**config.mk**
```make
export PLATFORM = sky130hd
export DESIGN_NAME = pc_alu_cmp
export DESIGN_NICKNAME = d
export VERILOG_FILES = /design/src/rtl/pc_alu_cmp_pkg.sv /design/src/rtl/pc_alu_cmp_alu.sv /design/src/rtl/pc_alu_cmp.sv
export SDC_FILE = /design/constraint.sdc
export NUM_CORES = 1
export LEC_CHECK = 0
export ABC_CLOCK_PERIOD_IN_PS = 8200
export CORE_ASPECT_RATIO = 1.4
export CORE_MARGIN = 5
export CORE_UTILIZATION = 50
export CTS_BUF_LIST = sky130_fd_sc_hd__clkbuf_8
export CTS_CLUSTER_DIAMETER = 80
export DETAILED_ROUTE_END_ITERATION = 8
export PLACE_DENSITY_LB_ADDON = 0.3
export SLEW_MARGIN = 20
export SYNTH_ARGS = -nofsm -noshare
export SYNTH_HDL_FRONTEND = slang
export SYNTH_HIERARCHICAL = 1
export SYNTH_SLANG_ARGS = --single-unit
export TNS_END_PERCENT = 30
```
**constraint.sdc**
```tcl
create_clock -name clk -period 8.2 [get_ports clk]
set_input_delay 0.82 -clock clk [delete_from_list [all_inputs] [get_ports clk]]
set_output_delay 0.82 -clock clk [all_outputs]
set_load 0.03 [all_outputs]
```
**src/rtl/pc_alu_cmp_pkg.sv**
```systemverilog
// Shared constants for the execute/fetch-control slice: datapath width,
// ALU operation codes and comparator (jump) codes. The decoder imports
// this same package so both sides agree on the encodings.
package pc_alu_cmp_pkg;

    localparam int XLEN  = 16;
    localparam int ALU_W = 4;
    localparam int JMP_W = 3;

    // ALU operation select codes (12..15 are unused and yield zero)
    localparam logic [ALU_W-1:0] ALU_ADD   = 4'd0;
    localparam logic [ALU_W-1:0] ALU_SUB   = 4'd1;
    localparam logic [ALU_W-1:0] ALU_AND   = 4'd2;
    localparam logic [ALU_W-1:0] ALU_OR    = 4'd3;
    localparam logic [ALU_W-1:0] ALU_XOR   = 4'd4;
    localparam logic [ALU_W-1:0] ALU_NOT   = 4'd5;
    localparam logic [ALU_W-1:0] ALU_SHL   = 4'd6;
    localparam logic [ALU_W-1:0] ALU_SHR   = 4'd7;
    localparam logic [ALU_W-1:0] ALU_SRA   = 4'd8;
    localparam logic [ALU_W-1:0] ALU_SLT   = 4'd9;
    localparam logic [ALU_W-1:0] ALU_SLTU  = 4'd10;
    localparam logic [ALU_W-1:0] ALU_PASSB = 4'd11;

    // Comparator select codes
    localparam logic [JMP_W-1:0] JMP_NONE   = 3'd0;
    localparam logic [JMP_W-1:0] JMP_BEQ    = 3'd1;
    localparam logic [JMP_W-1:0] JMP_BNE    = 3'd2;
    localparam logic [JMP_W-1:0] JMP_BLT    = 3'd3;
    localparam logic [JMP_W-1:0] JMP_BGE    = 3'd4;
    localparam logic [JMP_W-1:0] JMP_BLTU   = 3'd5;
    localparam logic [JMP_W-1:0] JMP_BGEU   = 3'd6;
    localparam logic [JMP_W-1:0] JMP_ALWAYS = 3'd7;

endpackage

```
**src/rtl/pc_alu_cmp_alu.sv**
```systemverilog
// Purely combinational 16-bit ALU. The shift operations (codes 6..8) are
// only built when PC_ALU_CMP_SHIFT_EN is defined; otherwise those codes
// return zero and no shifter exists in the netlist.
module pc_alu_cmp_alu
    import pc_alu_cmp_pkg::*;
(
    input  logic [ALU_W-1:0] alu_ctrl,
    input  logic [XLEN-1:0]  a,
    input  logic [XLEN-1:0]  b,
    output logic [XLEN-1:0]  result
);

    logic signed [XLEN-1:0] a_s;
    logic signed [XLEN-1:0] b_s;

    assign a_s = a;
    assign b_s = b;

    // Select the operation result; unused codes fall through to zero
    always_comb begin
        result = '0;
        case (alu_ctrl)
            ALU_ADD:   result = a + b;
            ALU_SUB:   result = a - b;
            ALU_AND:   result = a & b;
            ALU_OR:    result = a | b;
            ALU_XOR:   result = a ^ b;
            ALU_NOT:   result = ~a;
`ifdef PC_ALU_CMP_SHIFT_EN
            ALU_SHL:   result = a << b[3:0];
            ALU_SHR:   result = a >> b[3:0];
            ALU_SRA:   result = a_s >>> b[3:0];
`else
            ALU_SHL:   result = '0;
            ALU_SHR:   result = '0;
            ALU_SRA:   result = '0;
`endif
            ALU_SLT:   result = {{(XLEN-1){1'b0}}, (a_s < b_s)};
            ALU_SLTU:  result = {{(XLEN-1){1'b0}}, (a < b)};
            ALU_PASSB: result = b;
            default:   result = '0;
        endcase
    end

endmodule

```
**src/rtl/pc_alu_cmp.sv**
```systemverilog
// Execute and fetch-control slice of the 16-bit single-cycle CPU: program
// counter, ALU and branch comparator. The PC either steps by one word or
// loads the absolute target (imm_se) when the comparator fires, giving a
// single-cycle branch with no delay slot.
// Optional feature macro: PC_ALU_CMP_SHIFT_EN (enables ALU shift codes 6..8).
module pc_alu_cmp
    import pc_alu_cmp_pkg::*;
(
    input  logic             clk,
    input  logic             rst,
    input  logic [ALU_W-1:0] alu_ctrl,
    input  logic [JMP_W-1:0] jump_ctrl,
    input  logic [XLEN-1:0]  operand_a,
    input  logic [XLEN-1:0]  operand_b,
    input  logic [XLEN-1:0]  imm_se,
    input  logic             alu_src_imm,
    output logic [XLEN-1:0]  pc_out,
    output logic [XLEN-1:0]  alu_result,
    output logic             alu_zero,
    output logic             branch_taken,
    output logic [XLEN-1:0]  pc_jump_addr
);

    logic [XLEN-1:0]        alu_b;
    logic [XLEN-1:0]        pc_next;
    logic signed [XLEN-1:0] cmp_a_s;
    logic signed [XLEN-1:0] cmp_b_s;

    assign alu_b        = alu_src_imm ? imm_se : operand_b;
    assign alu_zero     = (alu_result == '0);
    assign pc_jump_addr = imm_se;

    pc_alu_cmp_alu u_alu (
        .alu_ctrl (alu_ctrl),
        .a        (operand_a),
        .b        (alu_b),
        .result   (alu_result)
    );

    // The comparator always looks at the register operands, never the immediate
    assign cmp_a_s = operand_a;
    assign cmp_b_s = operand_b;

    // Resolve the branch condition for the selected comparison
    always_comb begin
        branch_taken = 1'b0;
        case (jump_ctrl)
            JMP_NONE:   branch_taken = 1'b0;
            JMP_BEQ:    branch_taken = (operand_a == operand_b);
            JMP_BNE:    branch_taken = (operand_a != operand_b);
            JMP_BLT:    branch_taken = (cmp_a_s <  cmp_b_s);
            JMP_BGE:    branch_taken = (cmp_a_s >= cmp_b_s);
            JMP_BLTU:   branch_taken = (operand_a <  operand_b);
            JMP_BGEU:   branch_taken = (operand_a >= operand_b);
            JMP_ALWAYS: branch_taken = 1'b1;
            default:    branch_taken = 1'b0;
        endcase
    end

    // Sequential increment wraps naturally at 0xFFFF
    assign pc_next = branch_taken ? pc_jump_addr : (pc_out + 16'd1);

    // PC register; reset forces zero immediately and overrides any pending branch
    always_ff @(posedge clk or negedge rst) begin
        if (!rst) begin
            pc_out <= '0;
        end else begin
            pc_out <= pc_next;
        end
    end

endmodule

```
==> results.py <==
metrics = {
    "outcome": {
        "status": "completed",
    },
    "job": {
        "drv_cap": 0,
    },
    "placed_design": {
        "dpl_cell_area_um2": 5146,
        "finalWeightedCongestion": 0.9830,
        "port_buffers": 107,
        "pre_cts_slack_ps": 1342,
        "place_hpwl_um": 10890,
    },
    "clock_network": {
        "cts-root-buf": "clkbuf_8",
        "htreeDepth": 1,
        "cts.hold.buffers_added": 0,
        "cts_buffer_depth": 2,
        "post_cts_buffers": 0,
        "cts_tree": "yes",
        "worst_skew_pair.late_latency_ps": 250,
        "cts-resized-gates": 0,
        "clk_pin_slew_ps": 60,
        "cts.sinks": 16,
        "cts_buffers": 3,
    },
    "worst_setup_path": {
        "path_class": "input pin to primary output",
        "worst_setup_path_end_kind": "primary output",
        "cp_data_arrival_time_ps": 6050,
        "critPathLaunchType": "input pin",
        "worstPathMaxFanout": 31,
        "worstPathRequired_ps": 7380,
    },
    "timing": {
        "tns_ps": 0,
        "worst_pin_slew_ps": 902.2,
        "finalCritPeriodShare": 0.8374,
        "relSlewSlack": 0.3939,
        "finalMaxSlewViolations": 0,
        "hold_violations": 0,
        "grt_setup_unrepaired": "no",
        "worst_slack_ps": 1334,
        "fin_skew_ps": 4.454,
        "max_freq_mhz": 145.6,
        "fin_crit_ps": 6866,
        "setup-violations-final": 0,
    },
    "synthesis": {
        "ys_top_cells_by_area": "ha_1 (19%), dfrtp_1 (9.6%), inv_1 (5.7%), a21oi_1 (4.8%), o21ai_0 (4.8%)",
        "async_reset_ff_frac": 1.000,
        "synth_top_area_share": 0.1943,
        "synth_edf_count": 0,
        "synth_cell_types": 71,
        "netlist_area_um2": 4185,
        "yosysMostFrequentCell": "ha_1",
        "yosysTopAreaCell": "ha_1",
        "synth-seq-cells": 16,
        "syn_inst": 563,
        "syn_nets": 688,
        "seq_area_frac_synth": 0.09567,
        "synthTopCellsByCount": "ha_1 (65), inv_1 (63), nand2_1 (48), a21oi_1 (40), o21ai_0 (40)",
        "yosysWarnings": 6,
        "syn_avg_cell_area_um2": 7.434,
        "synth_flop_cell": "dfrtp_1",
    },
    "floorplanning": {
        "core_area_um2": 8149,
        "die_y_um": 118.3,
        "dieArea_um2": 10330,
        "initial_core_util": 0.5136,
        "boundaryPins": 108,
        "core.rowCount": 39,
        "dieWidth_um": 87.33,
    },
    "global_route": {
        "grt_pass1_vias": 4446,
        "grt_max_degree": 42,
        "antenna_found_initial": 0,
        "grt_usage": 0.2442,
        "grt_pass1_wl_um": 20930,
        "gr-total-overflow": 0,
    },
    "pwr": {
        "powerDensity_nw_per_um2": 129.7,
        "leakagePower_nw": 2.336,
        "vdd_drop_max_mv": 0.1208,
    },
    "drt": {
        "vias": 4437,
        "drc": 0,
        "drtIter0Drc": 278,
        "dr.pass1.iters": 6,
        "wl_per_cell_um": 18.08,
        "drt-total-wl_um": 13270,
        "antenna_left": 0,
        "via_per_inst": 6.045,
    },
    "cells_and_area": {
        "top_regs": "pc_out (16)",
        "top_register": "pc_out",
        "antennaDiodeCount": 0,
        "layout-drive-gt1-share": 0.06013,
        "syn_to_final_growth_pct": 24.01,
        "nets": 759,
        "largest_reg_flops": 16,
        "final_cell_area_um2": 5190,
    },
    "worst_hold_path": {
        "min_path_type": "register to register",
    },
}
==> cell families (layout without fill, tap and decap cells) <==
family / count (synthesis) / in the layout / share of synthesized area
AOI/OAI and AO/OA: 171 / 171 / 0.2649
and+or+nand+nor: 144 / 144 / 0.1740
adders and majority gates: 67 / 67 / 0.2039
DFF: 16 / 16 / 0.09566
buffers and inverters: 109 / 178 / 0.1205
xor gates and xnor gates: 25 / 25 / 0.05232
muxes: 31 / 31 / 0.08879
==> cell type report <==
cell class              instances  area, µm²
multi-input cells             438       3283
fillers                       724       2959
repair buffers                110       1094
flip-flops and latches         16      400.4
inverters                      65      244.0
well taps                     102      127.6
clock buffers                   3      41.29
==> worst paths after layout <==
path | startpoint | end | slack (ps) | cells past startpoint
worst max register to register | pc_out[2] | pc_out[13] | 6320 | 6
min in group asynchronous | rst | pc_out[13] | 990 | 1
worst max-delay path | alu_src_imm | alu_zero | 1330 | 14
worst min-delay path | pc_out[0] | pc_out[0] | 580 | 1
worst min register to register | pc_out[0] | pc_out[0] | 580 | 1
max in group asynchronous | rst | pc_out[6] | 6750 | 1
==> cells in the final DEF, fill, tap and decap left out, types with 5 or more instances in the layout <==
master / Yosys / layout
a211oi_1: 5 / 5
a21o_1: 6 / 6
a21oi_1: 40 / 40
a221oi_1: 9 / 9
and4_1: 5 / 5
clkdlybuf4s50_1: 0 / 107
dfrtp_1: 16 / 16
ha_1: 65 / 65
inv_1: 63 / 63
mux2_2: 5 / 5
mux2_4: 10 / 10
mux2i_1: 14 / 14
nand2_1: 48 / 48
nand2b_1: 6 / 6
nand3_1: 11 / 11
nand4_1: 7 / 7
nor2_1: 33 / 32
nor3_1: 6 / 6
o21ai_0: 40 / 40
o21ai_1: 11 / 11
o22ai_1: 15 / 15
xnor2_1: 18 / 18
xor2_1: 7 / 7
==> through the flow <==
stage | hold WS [ps] | utilization | cells | total power, mW
floorplan | 524.4 | - | 563 | 0.4482
global placement | 550.7 | 0.6315 | 731 | 0.6007
detailed placement | 584.7 | 0.6315 | 731 | 0.6102
CTS | 592.2 | 0.6366 | 734 | 0.6716
global route | 633.1 | 0.6369 | 734 | 0.7150
finish | 584.8 | 0.6369 | 734 | 0.6732
==> metal layers <==
| layer | up-vias | routed length [µm] | track usage | share of wire |
|---|---|---|---|---|
| li1 | 2130 | - | - | - |
| met1 | 2083 | 5189 | 0.2986 | 0.39 |
| met2 | 199 | 6787 | 0.4387 | 0.51 |
| met3 | 25 | 915 | 0.01183 | 0.069 |
| met4 | 0 | 380 | 0.09213 | 0.029 |
| met5 | - | 0 | 0 | 0 |
==> worst max-delay path: stages <==
cell,delay [ps]
clkdlybuf4s50_1,1070
mux2_2,460
ha_1,240
fa_1,470
a211oi_2,350
o21ai_2,140
a211o_1,270
a211o_1,290
o21ai_1,120
xnor2_1,150
o21ai_1,100
nor4_1,590
and4_1,300
clkdlybuf4s50_1,670
==> power by group <==
part / total (mW) / internal, mW / switching (mW)
logic: 0.485 / 0.216 / 0.269
registers: 0.130 / 0.101 / 0.0289
clock network: 0.0582 / 0.0326 / 0.0256
Note: power is estimated with default switching activity, not from simulation.
